### src/rtl/inst_fetch_pkg.sv
// Shared word/opcode widths, opcode constants and fetch helpers for the inst_fetch slice.
// Optional branch prediction is enabled by defining BRANCH_PREDICT_EN.
`ifndef INST_FETCH_DEFINES
`define INST_FETCH_DEFINES
`define WORD 32
`define OP 6
`endif

package inst_fetch_pkg;
  localparam int WORD_W = `WORD;
  localparam int OP_W   = `OP;

  localparam logic [OP_W-1:0] OP_REGIMM = 6'd1;
  localparam logic [OP_W-1:0] OP_BEQ    = 6'd4;
  localparam logic [OP_W-1:0] OP_BNE    = 6'd5;
  localparam logic [OP_W-1:0] OP_BLEZ   = 6'd6;
  localparam logic [OP_W-1:0] OP_BGTZ   = 6'd7;

  localparam logic [WORD_W-1:0] NOP = 32'h0000_0000;

  function automatic logic is_cond_branch(input logic [OP_W-1:0] op);
    return (op == OP_REGIMM) || (op == OP_BEQ) || (op == OP_BNE) ||
           (op == OP_BLEZ) || (op == OP_BGTZ);
  endfunction

  // Word offset of a branch: sign-extended imm16 shifted to a byte offset.
  function automatic logic [WORD_W-1:0] branch_offset(input logic [15:0] imm16);
    return {{14{imm16[15]}}, imm16, 2'b00};
  endfunction
endpackage

### src/rtl/inst_fetch_if.sv
// Fetch-stage bus: instruction memory, decode handshake and execute branch resolution.
interface inst_fetch_if;
  logic [`WORD-1:0] imem_addr;
  logic [`WORD-1:0] imem_data;
  logic             stall;
  logic             force_jump;
  logic [`WORD-1:0] next_pc;
  logic             ex_branch_valid;
  logic [`WORD-1:0] ex_branch_pc;
  logic             ex_branch_taken;
  logic             ex_mispredict;
  logic [`WORD-1:0] ex_branch_target;
  logic [`WORD-1:0] inst;
  logic [`WORD-1:0] if_pc;
  logic             if_branch_taken;

  modport master (
    output imem_addr, inst, if_pc, if_branch_taken,
    input  imem_data, stall, force_jump, next_pc,
           ex_branch_valid, ex_branch_pc, ex_branch_taken, ex_mispredict, ex_branch_target
  );

  modport slave (
    input  imem_addr, inst, if_pc, if_branch_taken,
    output imem_data, stall, force_jump, next_pc,
           ex_branch_valid, ex_branch_pc, ex_branch_taken, ex_mispredict, ex_branch_target
  );
endinterface

### src/rtl/inst_fetch_branch_history_table.sv
// 2-bit saturating branch counters: one async read port, one sync write port, reset to weakly not-taken.
module branch_history_table #(
  parameter int BHT_BITS = 6
) (
  input  logic                clk,
  input  logic                rst,
  input  logic [BHT_BITS-1:0] rd_idx,
  output logic [1:0]          rd_ctr,
  input  logic                wr_en,
  input  logic [BHT_BITS-1:0] wr_idx,
  input  logic                wr_taken
);
  localparam int ENTRIES = 1 << BHT_BITS;

  logic [1:0] ctr_q [ENTRIES];
  logic [1:0] ctr_d [ENTRIES];

  // Read sees the pre-update value when it collides with this cycle's write.
  assign rd_ctr = ctr_q[rd_idx];

  always_comb begin
    ctr_d = ctr_q;
    if (wr_en) begin
      if (wr_taken && ctr_q[wr_idx] != 2'b11) begin
        ctr_d[wr_idx] = ctr_q[wr_idx] + 2'b01;
      end else if (!wr_taken && ctr_q[wr_idx] != 2'b00) begin
        ctr_d[wr_idx] = ctr_q[wr_idx] - 2'b01;
      end
    end
  end

  always_ff @(posedge clk) begin
    if (rst) begin
      for (int i = 0; i < ENTRIES; i++) ctr_q[i] <= 2'b01;
    end else begin
      ctr_q <= ctr_d;
    end
  end
endmodule

### src/rtl/inst_fetch.sv
// IF stage: PC register, next-PC priority mux, IF/ID register and branch-immediate adder.
// Define BRANCH_PREDICT_EN to enable BHT-based prediction; otherwise static not-taken.
module inst_fetch
  import inst_fetch_pkg::*;
#(
  parameter logic [31:0] RESET_PC = 32'h0000_0000,
  parameter int          BHT_BITS = 6
) (
  input logic         clk,
  input logic         rst,
  inst_fetch_if.master bus
);
  logic [WORD_W-1:0] pc_q, pc_d;
  logic [WORD_W-1:0] inst_q, inst_d;
  logic [WORD_W-1:0] if_pc_q, if_pc_d;
  logic [WORD_W-1:0] seq_pc;
  logic [WORD_W-1:0] fetch_pc;

  assign seq_pc = pc_q + 32'd4;

`ifdef BRANCH_PREDICT_EN
  logic       tk_q, tk_d;
  logic       pred;
  logic [1:0] hint_ctr;

  branch_history_table #(.BHT_BITS(BHT_BITS)) u_bht (
    .clk      (clk),
    .rst      (rst),
    .rd_idx   (pc_q[BHT_BITS+1:2]),
    .rd_ctr   (hint_ctr),
    .wr_en    (bus.ex_branch_valid),
    .wr_idx   (bus.ex_branch_pc[BHT_BITS+1:2]),
    .wr_taken (bus.ex_branch_taken)
  );

  assign pred     = is_cond_branch(bus.imem_data[31:26]) && hint_ctr[1];
  assign fetch_pc = pred ? seq_pc + branch_offset(bus.imem_data[15:0]) : seq_pc;
  assign bus.if_branch_taken = tk_q;
`else
  assign fetch_pc = seq_pc;
  assign bus.if_branch_taken = 1'b0;
`endif

  assign bus.imem_addr = pc_q;
  assign bus.inst      = inst_q;
  assign bus.if_pc     = if_pc_q;

  always_comb begin
    pc_d    = pc_q;
    inst_d  = inst_q;
    if_pc_d = if_pc_q;
`ifdef BRANCH_PREDICT_EN
    tk_d    = tk_q;
`endif
    if (bus.ex_branch_valid && bus.ex_mispredict) begin
      pc_d    = bus.ex_branch_taken ? bus.ex_branch_target : bus.ex_branch_pc + 32'd4;
      inst_d  = NOP;
      if_pc_d = '0;
`ifdef BRANCH_PREDICT_EN
      tk_d    = 1'b0;
`endif
    end else if (!bus.stall) begin
      // next_pc is only trusted once the stall has dropped.
      if (bus.force_jump) begin
        pc_d    = bus.next_pc;
        inst_d  = NOP;
        if_pc_d = '0;
`ifdef BRANCH_PREDICT_EN
        tk_d    = 1'b0;
`endif
      end else begin
        pc_d    = fetch_pc;
        inst_d  = bus.imem_data;
        if_pc_d = pc_q;
`ifdef BRANCH_PREDICT_EN
        tk_d    = pred;
`endif
      end
    end
  end

  always_ff @(posedge clk) begin
    if (rst) begin
      pc_q    <= RESET_PC;
      inst_q  <= NOP;
      if_pc_q <= '0;
`ifdef BRANCH_PREDICT_EN
      tk_q    <= 1'b0;
`endif
    end else begin
      pc_q    <= pc_d;
      inst_q  <= inst_d;
      if_pc_q <= if_pc_d;
`ifdef BRANCH_PREDICT_EN
      tk_q    <= tk_d;
`endif
    end
  end
endmodule

### src/flat_wrapper.sv
// flat-port wrapper written by rule: the top's interface ports become plain ports
module inst_fetch_flat import inst_fetch_pkg::*;
#(
  parameter logic [31:0] RESET_PC = 32'h0000_0000,
  parameter int          BHT_BITS = 6
)
  (clk, rst, bus_imem_addr, bus_inst, bus_if_pc, bus_if_branch_taken, bus_imem_data, bus_stall, bus_force_jump, bus_next_pc, bus_ex_branch_valid, bus_ex_branch_pc, bus_ex_branch_taken, bus_ex_mispredict, bus_ex_branch_target);
  inst_fetch_if bus_i ();
  input logic clk;
  input logic rst;
  output wire logic [$bits(bus_i.imem_addr)-1:0] bus_imem_addr;
  output wire logic [$bits(bus_i.inst)-1:0] bus_inst;
  output wire logic [$bits(bus_i.if_pc)-1:0] bus_if_pc;
  output wire logic [$bits(bus_i.if_branch_taken)-1:0] bus_if_branch_taken;
  input wire logic [$bits(bus_i.imem_data)-1:0] bus_imem_data;
  input wire logic [$bits(bus_i.stall)-1:0] bus_stall;
  input wire logic [$bits(bus_i.force_jump)-1:0] bus_force_jump;
  input wire logic [$bits(bus_i.next_pc)-1:0] bus_next_pc;
  input wire logic [$bits(bus_i.ex_branch_valid)-1:0] bus_ex_branch_valid;
  input wire logic [$bits(bus_i.ex_branch_pc)-1:0] bus_ex_branch_pc;
  input wire logic [$bits(bus_i.ex_branch_taken)-1:0] bus_ex_branch_taken;
  input wire logic [$bits(bus_i.ex_mispredict)-1:0] bus_ex_mispredict;
  input wire logic [$bits(bus_i.ex_branch_target)-1:0] bus_ex_branch_target;
  assign bus_imem_addr = bus_i.imem_addr;
  assign bus_inst = bus_i.inst;
  assign bus_if_pc = bus_i.if_pc;
  assign bus_if_branch_taken = bus_i.if_branch_taken;
  assign bus_i.imem_data = bus_imem_data;
  assign bus_i.stall = bus_stall;
  assign bus_i.force_jump = bus_force_jump;
  assign bus_i.next_pc = bus_next_pc;
  assign bus_i.ex_branch_valid = bus_ex_branch_valid;
  assign bus_i.ex_branch_pc = bus_ex_branch_pc;
  assign bus_i.ex_branch_taken = bus_ex_branch_taken;
  assign bus_i.ex_mispredict = bus_ex_mispredict;
  assign bus_i.ex_branch_target = bus_ex_branch_target;
  inst_fetch #(.RESET_PC(RESET_PC), .BHT_BITS(BHT_BITS)) u_core (.clk(clk), .rst(rst), .bus(bus_i));
endmodule
### config.mk
export PLATFORM = sky130hd
export DESIGN_NAME = inst_fetch_flat
export DESIGN_NICKNAME = d
export VERILOG_FILES = /design/src/rtl/inst_fetch_pkg.sv /design/src/rtl/inst_fetch_if.sv /design/src/rtl/inst_fetch_branch_history_table.sv /design/src/rtl/inst_fetch.sv /design/src/flat_wrapper.sv
export SDC_FILE = /design/constraint.sdc
export NUM_CORES = 1
export LEC_CHECK = 0
export ABC_AREA = 0
export BUFFER_PORTS_ARGS = -buffer_cell sky130_fd_sc_hd__buf_4
export CAP_MARGIN = 10
export CORE_MARGIN = 2
export CORE_UTILIZATION = 40
export CTS_CLUSTER_SIZE = 30
export DETAILED_ROUTE_END_ITERATION = 7
export PLACE_DENSITY = 0.8
export SLEW_MARGIN = 25
export SYNTH_ARGS = -nofsm -noshare
export SYNTH_HDL_FRONTEND = slang
export SYNTH_SLANG_ARGS = --single-unit
### constraint.sdc
create_clock -name clk -period 1.72 [get_ports clk]
set_input_delay 0.086 -clock clk [delete_from_list [all_inputs] [get_ports clk]]
set_output_delay 0.086 -clock clk [all_outputs]
set_load 0.005 [all_outputs]
# Word-level counts from Yosys, hierarchy flattened
# Index checks and enable logic that the tools add are counted.
[totals]
in_bits = 135
elab_cells = 14
output_inout_bits = 97
ff_bits = 96
[classes]
eq_ne = 1
reduce_logical = 2
n_addsub = 2
mux = 6
[op_table]
columns = ["cell", "n"]
rows = [
  ["$mux 32", 6],
  ["$add 32x3->32 const B", 2],
  ["$ne 2x1->1 const B", 1],
  ["$reduce_or 2->1", 1],
  ["$logic_and 1x1->1", 1],
]

# Logic depth before layout (Yosys ltp)
# Gate-level depths: netlist of the first run.
[logic_depth]
word_depth = 4
ltp_mapped = 8
ltp_nobuf = 7

# Worst setup path after synthesis of the first run
# Ideal clock, no wire load.
[synth_path]
kind = "flip-flop to flip-flop"
from = "reg u_core.pc_q[2] (netlist: u_core.bus.imem_addr[2])"
to = "reg u_core.pc_q[28] (netlist: u_core.bus.imem_addr[28])"
path_stages_with_launch = 8
setup_slack_ns = -0.192
period_less_slack_ns = 1.912
n_path_buf = 0
required_ns = 1.629
t_arrival_ns = 1.821
setup_ns = 0.091
path_cell_list = "dfxtp_1 > ha_1 > inv_1 > nor4_4 > nand4_1 > xor2_1 > a21o_1 > a311oi_1"
[synth_via]
elab_chain_len = 4
[synth_lines]
columns = ["element", "line_no", "source"]
rows = [
  ["from (decl)", "inst_fetch.sv:13", "logic [WORD_W-1:0] pc_q, pc_d;"],
  ["from (signal assigned)", "inst_fetch.sv:91", "pc_q <= pc_d;"],
  ["$add 32x3->32", "inst_fetch.sv:19", "assign seq_pc = pc_q + 32'd4;"],
  ["$mux 32", "inst_fetch.sv:64", "if (bus.force_jump) begin"],
  ["$mux 32", "inst_fetch.sv:62", "end else if (!bus.stall) begin"],
  ["$mux 32", "inst_fetch.sv:55", "if (bus.ex_branch_valid && bus.ex_mispredict) begin"],
]
# Every way passes these cells. The select of a mux whose other input is x is not followed.
# A chain may end at the register's enable or synchronous reset.

# Worst setup path in the final report of the first run
[layout_path]
from = "reg u_core.pc_q[4] (netlist: u_core.bus.imem_addr[4])"
to = "reg u_core.pc_q[25] (netlist: u_core.bus.imem_addr[25])"
# The elaborated chain is that of the path after synthesis.

==> metrics.md, run 1 <==
| Metric | Value |
|---|---|
| Met3 usage | 5.75% |
| Nets | 1,148 |
| Register area | 1950 um^2 |
| Register area share after synthesis | 35.7% |
| Starting DRC count in detailed routing | 845 |
| Pwr dens | 673 nW/um^2 |
| WS Path Type | flop to flop |
| Worst-Margin Slew | 617 ps |
| Max FO, Critical Path | 5 |
| Row count | 42 |
| CP Launch Type | flop |
| Die height | 120 um |
| Mapped Avg Cell Area | 7.61 um^2 |
| Fillers | 1,141 |
| H-tree Lvls | 3 |
| Ranking of synthesized cells by area | dfxtp_1 36%, nor2_1 8.0%, a21oi_1 5.2% |
| Max Freq | 0.546 GHz |
| Synth Warn # | 0 |
| Min-delay worst type | primary input to flop |
| Status | complete, but fails checks |
| Clk_skew | 7.41 ps |
| Total CTS buffers | 9 |
| Final period utilization | 106% |
| VDD IR-drop max | 0.477 mV |
| DRT Pass-1 Iters | 6 |
| Crit path required time | 1940 ps |
| DIE WIDTH | 120 um |
| Final worst slack | -111 ps |
| Initial core utilization | 40.8% |
| Synth Register Bits | 96 |
| Cell taking the most area after synthesis | dfxtp_1 |
| DR WL/cell | 17.8 um |
| Initial antenna violation count | 0 |
| Most used routing layer | met2 |
| Area of the die | 14,400 um^2 |
| CORE AREA | 13,200 um^2 |
| Syn Std Cell Area | 5390 um^2 |
| Clock-pin slew of the registers on the worst-case setup and hold paths | 70 ps |
| Leak | 3.79 nW |
| Largest net degree at the start of global routing | 65 |
| CP bufs+invs | 2 |
| Sink Count | 96 |
| CP max stage delay | 380 ps |
| Distinct cells, synth | 60 |
| TritonCTS clock tree | yes |
| Via/cell ratio | 5.71 |
| Crit path arrival time | 2050 ps |
| Fraction of layout cells with a size suffix above 1 | 37.2% |
| Mapped Nets | 845 |
| Worst hold margin | 13.4 ps |
| Worst setup EP type | flop |
| Grt total ovfl | 0 |
| Vias in the first global route | 6,071 |
| Failing checks | negative setup slack |
| Via count | 6,801 |
| Crit-path slowest cell | dfxtp_4 |
| Post-synth ARST share | 0% |
| # diodes | 0 |
| Post-synth EDFFs | 0 |
| Slew headroom | 57.8% |
| Top cell type's share of synthesized area | 35.7% |
| Post-DP HPWL | 15.3 mm |
| Final hold viol count | 0 |
| Fin. max-slew vios | 0 |
| Port buffer count | 230 |
| Met1 usage | 37.9% |
| First-pass GRT wire length | 32.3 mm |
| Cell type group with the largest total delay on the critical path | simple AND/OR/NAND/NOR gates |
| Tot Pwr | 5.75 mW |
| Gp weighted congestion | 0.971 |
| Clk root buf | clkbuf_16 |
| Total global routing track utilization | 28.1% |
| Most frequent CP cell | buf_4 |
| Crit path time final | 1830 ps |
| Post-place setup slack | -142 ps |
| Clk Latency, worst-skew pair | 340 ps |
| Syn Inst Count | 708 |
| Cell Chain, Critical Path | nand4_4 > buf_4 > nor4_4 > buf_4 > nand4_1 > xnor2_1 > nor3_1 > o22ai_1 |
| GR Util met2 | 45.0% |
| Dominant synthesized flop cell | dfxtp_1 |
| Area occupied by multi-input gates | 3290 um^2 |
| ANT nets after route | 0 |
| Setup violations, final | 3 |
| # DRC | 0 |
| Routed WL | 21.2 mm |
| RSZ-0062 raised after global routing | yes |
| Longest Clk Path Bufs | 2 |
| Max-Cap Viols | 0 |
| # IOs | 232 |
| Area delta synth->final | 58.5% |
power breakdown:
part           leakage (nW)  total, mW  switching, mW  internal (mW)
Sequential            0.790       2.43          0.101           2.33
Clock                 0.134       1.97          0.927           1.04
Combinational          2.86       1.35          0.649          0.702
cell type report:
| class | count | area share, % |
|---|---|---|
| Tap cell | 176 | 2.58 |
| Clock inverter | 6 | 0.601 |
| Inverter | 13 | 0.572 |
| Timing Repair Buffer | 349 | 32.0 |
| Clock buffer | 10 | 2.80 |
| Multi-Input combinational cell | 542 | 38.6 |
| Sequential cell | 96 | 22.9 |
cells in the mapped netlist (12+ instances only):
cell and number:
a21oi_1 56, a22oi_1 34, and3_1 34, buf_1 13, clkbuf_1 38, dfxtp_1 96, inv_1 12, nand2_1 43
nand3_1 27, nand4_1 20, nor2_1 115, nor3_1 25, o21ai_0 35, xnor2_1 15, xor2_1 20
flip-flops by register name, summed over array words and instances (netlist names):
name,count
u_core.bus.if_pc,32
u_core.bus.imem_addr,32
u_core.bus.inst,32
cells in the final DEF (no fill, tap or decap), types with 10 or more instances in the layout:
cell type,synthesis,final
buf_4,2,314
nor2_1,115,111
dfxtp_1,96,81
a21oi_1,56,55
nand2_1,43,42
a22oi_1,34,34
and3_1,34,33
o21ai_0,35,33
dlygate4sd3_1,0,30
nand3_1,27,27
nor3_1,25,23
nand4_1,20,20
xor2_1,20,20
xnor2_1,15,15
inv_1,12,11
dfxtp_2,0,11
a31oi_1,10,10
worst paths after layout:
check                                       startpoint                               endpoint  slack (ps)  cells after the start
setup reg to reg  u_core.bus.imem_addr[4]$_SDFFE_PP0P_  u_core.bus.imem_addr[25]$_SDFFE_PP0P_        -110                      8
setup / recovery  u_core.bus.imem_addr[4]$_SDFFE_PP0P_  u_core.bus.imem_addr[25]$_SDFFE_PP0P_        -110                      8
hold / removal                         bus_next_pc[31]  u_core.bus.imem_addr[31]$_SDFFE_PP0P_          10                      3
hold reg to reg      u_core.bus.if_pc[10]$_SDFFE_PP0N_      u_core.bus.if_pc[10]$_SDFFE_PP0N_         480                      2
worst min-delay path, stage by stage:
cell and delay (ps):
buf_4 90, o211ai_1 80, o221ai_1 70
cell families after synthesis:
group,Yosys count,synth area share (%)
AOI/OAI and AO/OA,201,24.5
xor gates and xnor gates,35,5.69
adders and majority gates,2,0.465
and+or+nand+nor,296,27.2
DFF,96,35.7
other,1,0.0696
buffers and inverters,70,5.11
muxes,7,1.32
stage by stage:
| stage | std cells | util, % | cell area, um^2 | setup TNS, ps |
|---|---|---|---|---|
| finish | 1192 | 64.7 | 8540 | -124 |
| global route | 1192 | 64.7 | 8540 | -608 |
| CTS | 1186 | 63.7 | 8400 | 0 |
| detailed placement | 1137 | 58.8 | 7760 | -554 |
| global placement | 1137 | 58.8 | 7760 | -211 |
| floorplan | 708 | - | 5430 | -3.51 |
repair_timing:
| item | 4_1_cts | 5_1_grt |
|---|---|---|
| gates resized for setup | 10 | 29 |
| hold buffers | 30 | 0 |
| endpoints found under the hold margin | 30 | 0 |
| pin swaps | 0 | 14 |
| buffers inserted | 3 | 6 |
| endpoints found under the setup margin | 9 | 18 |
per-layer routing:
metal	routed length, um	vias up
met5	0	-
met4	495	0
met3	2180	41
met2	9670	458
met1	8850	3100
li1	-	3202
No activity file was read; power rests on OpenSTA's default activity.
==> run 2: changes to the inputs <==
CORE_UTILIZATION = 30   (was 40)
GPL_TIMING_DRIVEN = 0   (was unset)
PLACE_DENSITY = 0.65   (was 0.8)
SKIP_LAST_GASP = 1   (was unset)
==> run 2 against run 1 <==
The flow still finishes with violations (negative setup slack). Cell count up 3.6%. Sequential power about the same. Clock power is essentially flat. Via count decreased by 2.4%. Critical endpoint is now u_core.bus.imem_addr[28]$_SDFFE_PP0P_. Design area shrank 1.8%. Sequential cell count did not move. Clock-buffer cell count fell by 1. Power about the same. Die area increased by 32%. Largest power group unchanged.
==> metrics.md, run 2 (synthesis gave the netlist of run 1 again) <==
| Metric | Value |
|---|---|
| H-tree Lvls | 3 |
| WS Path Type | flop to flop |
| Post-DP HPWL | 18.0 mm |
| Gp weighted congestion | 0.937 |
| Sink Count | 96 |
| Clk root buf | clkbuf_16 |
| DIE WIDTH | 138 um |
| Initial core utilization | 30.9% |
| First-pass GRT wire length | 34.4 mm |
| Commonest non-fill, non-tap cell in the layout | buf_4 |
| Clock-pin slew of the registers on the worst-case setup and hold paths | 80 ps |
| CP Launch Type | flop |
| Die height | 138 um |
| Final worst slack | -67.3 ps |
| Via count | 6,641 |
| Fraction of layout cells with a size suffix above 1 | 32.4% |
| Crit-path slowest cell | dfxtp_4 |
| CP bufs+invs | 1 |
| TritonCTS clock tree | yes |
| DRT Pass-1 Iters | 6 |
| Final period utilization | 104% |
| Utilization after layout | 48.1% |
| # IOs | 232 |
| Longest Clk Path Bufs | 2 |
| Via/cell ratio | 5.38 |
| Area delta synth->final | 55.7% |
| Max Freq | 0.560 GHz |
| Starting DRC count in detailed routing | 621 |
| RSZ-0062 raised after global routing | yes |
| Area of the die | 19,000 um^2 |
| Commonest non-fill, non-tap cells in the layout | 257 x buf_4, 114 x nor2_1, 76 x dfxtp_1 |
| CP max stage delay | 380 ps |
| Slew headroom | 46.1% |
| CORE AREA | 17,400 um^2 |
| Total global routing track utilization | 23.7% |
| Clk_skew | 10.0 ps |
| Max FO, Critical Path | 6 |
| Worst hold margin | 14.7 ps |
| VDD IR-drop max | 0.382 mV |
| Max-Cap Viols | 0 |
| Nets | 1,142 |
| DR WL/cell | 19.1 um |
| Clk Latency, worst-skew pair | 350 ps |
| Min-delay worst type | primary input to flop |
| Vias in the first global route | 6,185 |
| # diodes | 0 |
| Total CTS buffers | 9 |
| Final hold viol count | 0 |
| Initial antenna violation count | 0 |
| # DRC | 0 |
| Failing checks | negative setup slack |
| Worst setup EP type | flop |
| Cell Chain, Critical Path | nand4_4 > nor4_4 > buf_6 > nand4_1 > xor2_1 > a21o_1 > a311oi_1 |
| Leak | 3.58 nW |
| Setup violations, final | 3 |
| Cell type group with the largest total delay on the critical path | simple AND/OR/NAND/NOR gates |
| Pwr dens | 686 nW/um^2 |
| Crit path arrival time | 2050 ps |
| Row count | 48 |
| Worst-Margin Slew | 805 ps |
| Status | complete, but fails checks |
| TNS Setup | -164 ps |
| Largest net degree at the start of global routing | 19 |
| Post-place setup slack | -460 ps |
| Crit path required time | 1990 ps |
| ANT nets after route | 0 |
| Fillers | 1,730 |
| Routed WL | 23.6 mm |
| Grt total ovfl | 0 |
| Fin. max-slew vios | 0 |
| Crit path time final | 1790 ps |
| Port buffer count | 228 |
==> run 2: worst register-to-register path: stages (launching register included) <==
cell,delay (ps)
dfxtp_4,380
nand4_4,160
nor4_4,310
buf_6,160
nand4_1,110
xor2_1,160
a21o_1,200
a311oi_1,190
==> run 2: final timing paths <==
check	start	endpoint	slack [ps]	cells past startpoint
max	u_core.bus.imem_addr[6]$_SDFFE_PP0P_	u_core.bus.imem_addr[28]$_SDFFE_PP0P_	-70	7
min	bus_next_pc[1]	u_core.bus.imem_addr[1]$_SDFFE_PP0P_	10	3
max reg2reg	u_core.bus.imem_addr[6]$_SDFFE_PP0P_	u_core.bus.imem_addr[28]$_SDFFE_PP0P_	-70	7
min reg2reg	u_core.bus.if_pc[10]$_SDFFE_PP0N_	u_core.bus.if_pc[10]$_SDFFE_PP0N_	480	2
==> run 2: final cells by class <==
cell class | count | area (um^2) | area share [%]
Multi-Input combinational cell | 542 | 3290 | 39.2
Timing Repair Buffer | 290 | 2270 | 27.1
Sequential cell | 96 | 1980 | 23.6
Tap cell | 225 | 282 | 3.36
Clock buffer | 9 | 225 | 2.69
Buffer | 53 | 220 | 2.63
Clock inverter | 7 | 68.8 | 0.821
Inverter | 13 | 48.8 | 0.582
==> run 2: what timing repair did <==
item / in CTS / in global routing
buffers inserted: 26 / 4
setup endpoints to repair: 23 / 38
cloned: 0 / 0
endpoints found under the hold margin: 32 / 0
pin swaps: 11 / 12
gates resized for setup: 35 / 29
hold buffers: 32 / 0
==> run 2: through the flow <==
stage,power [mW],cell area [um^2],cells
2_1_floorplan,3.00,5430,708
3_3_place_gp,3.66,7420,1161
3_5_place_dp,3.67,7420,1161
4_1_cts,5.75,8300,1233
5_1_grt,5.97,8390,1235
6_report,5.75,8390,1235
==> run 2: routing by layer <==
layer  track usage, %  vias up  part of all wire, %
li1                 -     3196                    -
met1             30.9     3035                   43
met2             40.2      369                   45
met3             4.17       41                  9.1
met4             6.80        0                  2.1
met5                0        -                    0
==> run 2: power breakdown <==
part	switching [mW]	internal [mW]
sequential	0.138	2.32
combinational	0.649	0.647
clock	0.982	1.01
